**src/rtl/pci_mem_target.sv**
```systemverilog
// pci_mem_target
//   PCI memory target front-end. Posted writes are queued in a small FIFO
//   and drained to a simple valid/ready memory request port. Reads first
//   wait for the write FIFO to drain, so a read never overtakes an earlier
//   posted write. They then issue one memory request and return a single
//   word as a disconnect-with-data.
//
//   Optional feature (macro PCI_MEM_TARGET_RETRY_EN):
//     When defined, a read that waits RETRY_CYCLES cycles is disconnected
//     with a retry (s_term=1, s_ready=0). The read stays pending. A later
//     read hit to the same address completes it. A hit to any other address
//     while the read is pending gets a one-cycle target abort.
//     When not defined there is no timeout, and reads wait indefinitely.
//
//   Ports
//     clk, rst                core clock, asynchronous active-low reset
//     s_hit/addr/s_wrdn       address phase: BAR hit, address, 1=write
//     s_data/s_data_vld       burst in progress / data phase completes
//     adio_out/s_cbe_n        write data, active-low byte enables
//     adio_in                 registered read data
//     s_ready/s_term/s_abort  target ready / disconnect / target abort
//     mem_req_*               memory request (valid/ready handshake)
//     mem_rsp_valid/_data     read data return
//     wfifo_level             posted-write FIFO occupancy
module pci_mem_target #(
    parameter int DATA_W       = 32,
    parameter int ADDR_W       = 24,
    parameter int WFIFO_DEPTH  = 8,
    parameter int RETRY_CYCLES = 16
) (
    input  logic                           clk,
    input  logic                           rst,
    input  logic                           s_hit,
    input  logic [31:0]                    addr,
    input  logic                           s_wrdn,
    input  logic                           s_data,
    input  logic                           s_data_vld,
    input  logic [DATA_W-1:0]              adio_out,
    input  logic [DATA_W/8-1:0]            s_cbe_n,
    output logic [DATA_W-1:0]              adio_in,
    output logic                           s_ready,
    output logic                           s_term,
    output logic                           s_abort,
    output logic                           mem_req_valid,
    input  logic                           mem_req_ready,
    output logic                           mem_req_we,
    output logic [ADDR_W-1:0]              mem_req_addr,
    output logic [DATA_W-1:0]              mem_req_wdata,
    output logic [DATA_W/8-1:0]            mem_req_be,
    input  logic                           mem_rsp_valid,
    input  logic [DATA_W-1:0]              mem_rsp_data,
    output logic [$clog2(WFIFO_DEPTH):0]   wfifo_level
);

    localparam int BE_W   = DATA_W / 8;
    localparam int OFF_W  = $clog2(BE_W);
    localparam int IDX_W  = $clog2(WFIFO_DEPTH);
    localparam int PTR_W  = IDX_W + 1;
    localparam logic [ADDR_W-1:0] ADDR_STEP = ADDR_W'(BE_W);

    typedef enum logic [2:0] {
        ST_IDLE     = 3'd0,
        ST_WR       = 3'd1,
        ST_RD_DRAIN = 3'd2,
        ST_RD_REQ   = 3'd3,
        ST_RD_WAIT  = 3'd4,
`ifdef PCI_MEM_TARGET_RETRY_EN
        ST_RETRY    = 3'd6,
`endif
        ST_RD_DATA  = 3'd5
    } state_t;

    state_t              state_q, state_d;
    logic [ADDR_W-1:0]   addr_q, addr_d;
    logic [PTR_W-1:0]    wptr_q, wptr_d, rptr_q, rptr_d;
    logic [DATA_W-1:0]   adio_q, adio_d;

    // FIFO storage (no reset needed: validity is tracked by the pointers)
    logic [ADDR_W-1:0]   fa_q [WFIFO_DEPTH];
    logic [DATA_W-1:0]   fd_q [WFIFO_DEPTH];
    logic [BE_W-1:0]     fb_q [WFIFO_DEPTH];

    logic [ADDR_W-1:0]   hit_addr_s;
    logic [PTR_W-1:0]    level_s;
    logic                full_s, empty_s, last_s, push_s, pop_s, idle_hit_s, new_txn_s;

    generate
        if (ADDR_W < 32) begin : g_addr_unused
            logic unused_addr_s;
            assign unused_addr_s = ^addr[31:ADDR_W];
        end
    endgenerate

    assign hit_addr_s = {addr[ADDR_W-1:OFF_W], {OFF_W{1'b0}}};
    assign level_s    = wptr_q - rptr_q;
    assign full_s     = (level_s == PTR_W'(WFIFO_DEPTH));
    assign empty_s    = (wptr_q == rptr_q);
    // Current word is the top of the address space: the next one would wrap.
    assign last_s     = &addr_q[ADDR_W-1:OFF_W];
    assign push_s     = (state_q == ST_WR) && s_data_vld && !full_s;
    // RD_REQ is only reached with the FIFO empty, so the head never competes with a read.
    assign pop_s      = !empty_s && mem_req_ready;
    assign idle_hit_s = (state_q == ST_IDLE) && s_hit;

`ifdef PCI_MEM_TARGET_RETRY_EN
    localparam int CNT_W = $clog2(RETRY_CYCLES + 1) + 1;

    logic [CNT_W-1:0] cnt_q, cnt_d;
    logic             pend_q, pend_d, sent_q, sent_d, got_q, got_d, abort_q, abort_d;
    logic             timeout_s, match_s, retry_hit_s, cap_pend_s, got_now_s;

    assign timeout_s   = (cnt_q >= CNT_W'(RETRY_CYCLES - 1));
    assign match_s     = !s_wrdn && (hit_addr_s == addr_q);
    assign retry_hit_s = idle_hit_s && pend_q && match_s;
    // A response owed to a retried read may land after the retry disconnect.
    assign cap_pend_s  = mem_rsp_valid && sent_q &&
                         ((state_q == ST_RETRY) || (state_q == ST_IDLE));
    assign got_now_s   = got_q || cap_pend_s;
    assign new_txn_s   = idle_hit_s && !pend_q;
`else
    assign new_txn_s   = idle_hit_s;
`endif

    // State register
    always_ff @(posedge clk or negedge rst) begin
        if (!rst) begin
            state_q <= ST_IDLE;
        end else begin
            state_q <= state_d;
        end
    end

    // Next-state logic
    always_comb begin
        state_d = state_q;
        case (state_q)
            ST_IDLE: begin
                if (s_hit) begin
                    state_d = s_wrdn ? ST_WR : ST_RD_DRAIN;
`ifdef PCI_MEM_TARGET_RETRY_EN
                    if (pend_q) begin
                        if (match_s) begin
                            state_d = got_now_s ? ST_RD_DATA :
                                      (sent_q ? ST_RD_WAIT : ST_RD_DRAIN);
                        end else begin
                            state_d = ST_IDLE;
                        end
                    end else begin
                        state_d = s_wrdn ? ST_WR : ST_RD_DRAIN;
                    end
`endif
                end else begin
                    state_d = ST_IDLE;
                end
            end
            ST_WR: begin
                if (push_s && last_s) begin
                    state_d = ST_IDLE;
                end else if (!s_data) begin
                    state_d = ST_IDLE;
                end else begin
                    state_d = ST_WR;
                end
            end
            ST_RD_DRAIN: begin
`ifdef PCI_MEM_TARGET_RETRY_EN
                if (timeout_s) begin
                    state_d = ST_RETRY;
                end else
`endif
                if (empty_s) begin
                    state_d = ST_RD_REQ;
                end else begin
                    state_d = ST_RD_DRAIN;
                end
            end
            ST_RD_REQ: begin
                if (mem_req_ready) begin
                    state_d = ST_RD_WAIT;
                end else
`ifdef PCI_MEM_TARGET_RETRY_EN
                if (timeout_s) begin
                    state_d = ST_RETRY;
                end else
`endif
                begin
                    state_d = ST_RD_REQ;
                end
            end
            ST_RD_WAIT: begin
                if (mem_rsp_valid) begin
                    state_d = ST_RD_DATA;
                end else
`ifdef PCI_MEM_TARGET_RETRY_EN
                if (timeout_s) begin
                    state_d = ST_RETRY;
                end else
`endif
                begin
                    state_d = ST_RD_WAIT;
                end
            end
            ST_RD_DATA: state_d = ST_IDLE;
`ifdef PCI_MEM_TARGET_RETRY_EN
            ST_RETRY:   state_d = ST_IDLE;
`endif
            default:    state_d = ST_IDLE;
        endcase
    end

    // Output decode
    always_comb begin
        s_ready       = 1'b0;
        s_term        = 1'b0;
        mem_req_valid = !empty_s;
        mem_req_we    = 1'b1;
        mem_req_addr  = fa_q[rptr_q[IDX_W-1:0]];
        mem_req_wdata = fd_q[rptr_q[IDX_W-1:0]];
        mem_req_be    = fb_q[rptr_q[IDX_W-1:0]];
        case (state_q)
            ST_WR: begin
                s_ready = !full_s;
                s_term  = last_s;
            end
            ST_RD_REQ: begin
                mem_req_valid = 1'b1;
                mem_req_we    = 1'b0;
                mem_req_addr  = addr_q;
                mem_req_wdata = {DATA_W{1'b0}};
                mem_req_be    = {BE_W{1'b1}};
            end
            ST_RD_DATA: begin
                s_ready = 1'b1;
                s_term  = 1'b1;
            end
`ifdef PCI_MEM_TARGET_RETRY_EN
            ST_RETRY: begin
                s_term = 1'b1;
            end
`endif
            default: begin
                s_ready = 1'b0;
            end
        endcase
    end

`ifdef PCI_MEM_TARGET_RETRY_EN
    assign s_abort = abort_q;
`else
    assign s_abort = 1'b0;
`endif
    assign adio_in     = adio_q;
    assign wfifo_level = level_s;

    // Datapath next-state: address, FIFO pointers, read data
    always_comb begin
        if (new_txn_s) begin
            addr_d = hit_addr_s;
        end else if (push_s) begin
            addr_d = addr_q + ADDR_STEP;
        end else begin
            addr_d = addr_q;
        end
        wptr_d = push_s ? (wptr_q + PTR_W'(1)) : wptr_q;
        rptr_d = pop_s  ? (rptr_q + PTR_W'(1)) : rptr_q;
        if ((state_q == ST_RD_WAIT) && mem_rsp_valid) begin
            adio_d = mem_rsp_data;
        end else
`ifdef PCI_MEM_TARGET_RETRY_EN
        if (cap_pend_s) begin
            adio_d = mem_rsp_data;
        end else
`endif
        begin
            adio_d = adio_q;
        end
    end

    // Datapath registers
    always_ff @(posedge clk or negedge rst) begin
        if (!rst) begin
            addr_q <= {ADDR_W{1'b0}};
            wptr_q <= {PTR_W{1'b0}};
            rptr_q <= {PTR_W{1'b0}};
            adio_q <= {DATA_W{1'b0}};
        end else begin
            addr_q <= addr_d;
            wptr_q <= wptr_d;
            rptr_q <= rptr_d;
            adio_q <= adio_d;
        end
    end

    // FIFO storage write
    always_ff @(posedge clk) begin
        if (push_s) begin
            fa_q[wptr_q[IDX_W-1:0]] <= addr_q;
            fd_q[wptr_q[IDX_W-1:0]] <= adio_out;
            fb_q[wptr_q[IDX_W-1:0]] <= ~s_cbe_n;
        end
    end

`ifdef PCI_MEM_TARGET_RETRY_EN
    // Retry bookkeeping next-state
    always_comb begin
        if (new_txn_s || retry_hit_s) begin
            cnt_d = CNT_W'(1);
        end else if ((state_q == ST_RD_DRAIN) || (state_q == ST_RD_REQ) ||
                     (state_q == ST_RD_WAIT)) begin
            cnt_d = (&cnt_q) ? cnt_q : (cnt_q + CNT_W'(1));
        end else begin
            cnt_d = {CNT_W{1'b0}};
        end
        if (state_q == ST_RETRY) begin
            pend_d = 1'b1;
        end else if (retry_hit_s) begin
            pend_d = 1'b0;
        end else begin
            pend_d = pend_q;
        end
        // sent: a read request was accepted and its response is still owed
        if ((state_q == ST_RD_REQ) && mem_req_ready) begin
            sent_d = 1'b1;
        end else if (((state_q == ST_RD_WAIT) && mem_rsp_valid) || cap_pend_s) begin
            sent_d = 1'b0;
        end else begin
            sent_d = sent_q;
        end
        if (retry_hit_s) begin
            got_d = 1'b0;
        end else if (cap_pend_s) begin
            got_d = 1'b1;
        end else begin
            got_d = got_q;
        end
        abort_d = idle_hit_s && pend_q && !match_s;
    end

    // Retry bookkeeping registers
    always_ff @(posedge clk or negedge rst) begin
        if (!rst) begin
            cnt_q   <= {CNT_W{1'b0}};
            pend_q  <= 1'b0;
            sent_q  <= 1'b0;
            got_q   <= 1'b0;
            abort_q <= 1'b0;
        end else begin
            cnt_q   <= cnt_d;
            pend_q  <= pend_d;
            sent_q  <= sent_d;
            got_q   <= got_d;
            abort_q <= abort_d;
        end
    end
`endif

endmodule

```
**config.mk**
```make
export PLATFORM = sky130hd
export DESIGN_NAME = pci_mem_target
export DESIGN_NICKNAME = d
export VERILOG_FILES = /design/src/rtl/pci_mem_target.sv
export SDC_FILE = /design/constraint.sdc
export NUM_CORES = 1
export LEC_CHECK = 0
export BUFFER_PORTS_ARGS = -buffer_cell sky130_fd_sc_hd__buf_2
export CORE_MARGIN = 3
export CORE_UTILIZATION = 60
export CTS_CLUSTER_SIZE = 14
export DETAILED_ROUTE_END_ITERATION = 8
export PLACE_DENSITY = 0.78
export SYNTH_ARGS = -nofsm -noshare
export SYNTH_HDL_FRONTEND = slang
export SYNTH_SLANG_ARGS = --single-unit
```
**constraint.sdc**
```tcl
create_clock -name clk -period 18.3 [get_ports clk]
set_clock_uncertainty 0.05 [all_clocks]
set_input_delay 1.83 -clock clk [delete_from_list [all_inputs] [get_ports clk]]
set_output_delay 1.83 -clock clk [all_outputs]
set_load 0.02 [all_outputs]
```
==> metrics.yaml <==
post-dp-hpwl_um: 23200
rows: 67
clock_sinks: 529
reg2regPathDepth: 9
cellPowerDensity_nw_per_um2: 162
cts_resized: 0
netlist_instances: 1138
viasPerCell: 6.09
critPathSlowestCell: "dfrtp_4"
grtUsageTotal: 0.250
setup_viol: 0
nets: 1458
cp_max_fo: 45
wl_per_cell_um: 24.3
drc: 0
io_pins: 209
crit_path_start_kind: "flop"
place.gp.congestion: 0.801
die_w_um: 193
wl_um: 44700
worst_slack_ns: 13.00
yosysWarnings: 0
p_leak_nw: 8.37
die-area_um2: 37100
final_common_cell: "edfxtp_1"
initial_core_util: 0.616
layout_common_cells: "edfxtp_1 (464), buf_2 (195), nand2_1 (151)"
drt_iter0_markers: 969
max-clock-path-buffers: 3
layout_min_cycle_time_ns: 5.30
crit_path_cell_trace: "buf_4 -> mux4_2 -> nand2_1 -> a31oi_1 -> buf_2"
min_path_cells: 1
hold_path_class: "reg2reg"
async_flop_share: 0.123
grt_setup_unrepaired: "no"
fin_util: 0.707
clock_latency_ns: 0.57
io_buffers: 195
r2r-start: "rptr_q[0]"
cp_top_family: "buffers and inverters"
min_from: "rptr_q[3]"
die_y_um: 193
hold_viol_final: 0
drive_gt1_frac: 0.329
final_cells: 1836
fp.coreArea_um2: 34000
dp_slack_ns: 13.48
hold_slack_ns: 0.436
cts_hold_buf: 0
vias: 11200
post-place-cells: 1738
max_stage_delay_ns: 0.91
grt_overflow: 0
grt_max_degree: 68
startpoint: "rptr_q[0]"
synth.avg_cell_area_um2: 18.4
worstSetupPathDepth: 5
max_slew_margin: 0.308
ys.flop_type: "edfxtp_1"
tns_ns: 0
post-route-period-util: 0.290
finalMaxSlewViolations: 0
cts_root_buffer: "clkbuf_16"
ys_types: 50
yosysSeqAreaShare: 0.744
tightest_slew_ns: 1.04
nFillCells: 2090
fmax_ghz: 0.189
clkSlewWorstSetupHoldPaths_ns: 0.06
ant_nets: 0
cp.arrival_ns: 3.42
htreeDepth: 2
syn_area_um2: 20900
ys_ff_latch: 529
dr.pass1.iters: 5
cts_inserted_buffers: 51
cts_tree: "built"
postCtsSetupBuffers: 0
vdd_ir_drop_max_mv: 0.132
worst_setup_path_end_kind: "output pin"
grt_pass1_wl_um: 69300
synth-edff-count: 464
timing_worst_setup_path_type: "reg2out"
syn_to_final_growth_pct: 14.8
required_ns: 16.42
worst-path-buf-inv: 2
grt_pass1_vias: 11800
drv_cap: 0
status: "finished clean"
antenna_found_initial: 3
## kinds of logic (layout without fill, tap and decap cells)
group | count (synthesis) | count (layout) | synth area share
flip-flops | 529 | 529 | 0.744
AND/OR/NAND/NOR | 263 | 263 | 0.0582
multiplexers | 150 | 150 | 0.143
AO/OA/AOI/OAI | 88 | 88 | 0.0232
buffers and inverters | 74 | 319 | 0.0156
XOR/XNOR | 26 | 26 | 0.0109
adder cells (fa/ha/maj) | 7 | 7 | 0.00455
other | 1 | 6 | 0.000179
## synth_stat cells (all sizes together), types with 2 or more instances
cell type    n  area [um2]
nor3b        5        48.8
a21oi       39         195
mux2        33         372
nor2        39         146
buf         36         184
or3          6        42.5
nand2b       2        12.5
nand4        6        37.5
nor4         7        77.6
inv         10        37.5
xor2        10        87.6
nand3       20         110
clkbuf      28         105
edfxtp     464       13900
o21ai       19        95.1
and2         3        18.8
xnor2       16         140
nor3        12        65.1
dfrtp       65        1630
ha           6        75.1
mux4       116        2610
and3         4        30.0
nand2      153         579
a31oi       26         163
## per-layer routing
metal	share of wire	GRT usage	vias to the layer above
met5	0.00022	0	-
met4	0.023	0.0684	2
met3	0.083	0.0467	79
met2	0.50	0.415	522
met1	0.40	0.348	5694
li1	-	-	4886
## power by group
group          total (mW)  switching [mW]  leakage [nW]  internal, mW
clock network        1.01           0.425         0.780         0.590
logic                1.22           0.716          2.61         0.502
registers            1.65           0.181          4.99          1.46
total                3.88            1.32          8.37          2.56
## cell type report
| type | instances | area, um2 | share of cell area |
|---|---|---|---|
| timing repair buffer | 214 | 1120 | 0.0466 |
| antenna | 3 | 7.51 | 0.000313 |
| clock inverter | 19 | 204 | 0.00850 |
| tap | 448 | 561 | 0.0234 |
| sequential | 529 | 15600 | 0.649 |
| multi-input combinational | 537 | 5090 | 0.212 |
| inverter | 10 | 37.5 | 0.00156 |
| clock buffer | 76 | 1410 | 0.0588 |
## registers in the layout, summed over array words and instances (netlist names)
register / flops
fd_q: 256
fa_q: 176
adio_in: 32
fb_q: 32
addr_q: 22
rptr_q: 4
wptr_q: 4
state_q: 3
## metrics by stage
| stage | instance area (um2) | power [mW] |
|---|---|---|
| final | 24000 | 3.88 |
| after detailed placement | 22400 | 2.89 |
| after global routing | 24000 | 4.07 |
| after global placement | 22400 | 2.87 |
| after CTS | 24000 | 3.91 |
| after floorplan | 20900 | 2.49 |
## path summary, 6_finish.rpt
kind,endpoint,slack [ns]
setup reg to reg,fa_q[7][11],14.00
setup / recovery,mem_req_addr[4],13.00
min in group asynchronous,adio_in[1],1.38
max in group asynchronous,rptr_q[1],16.17
hold reg to reg,rptr_q[3],0.44
hold / removal,rptr_q[3],0.44
(Power assumes the default switching activity.)
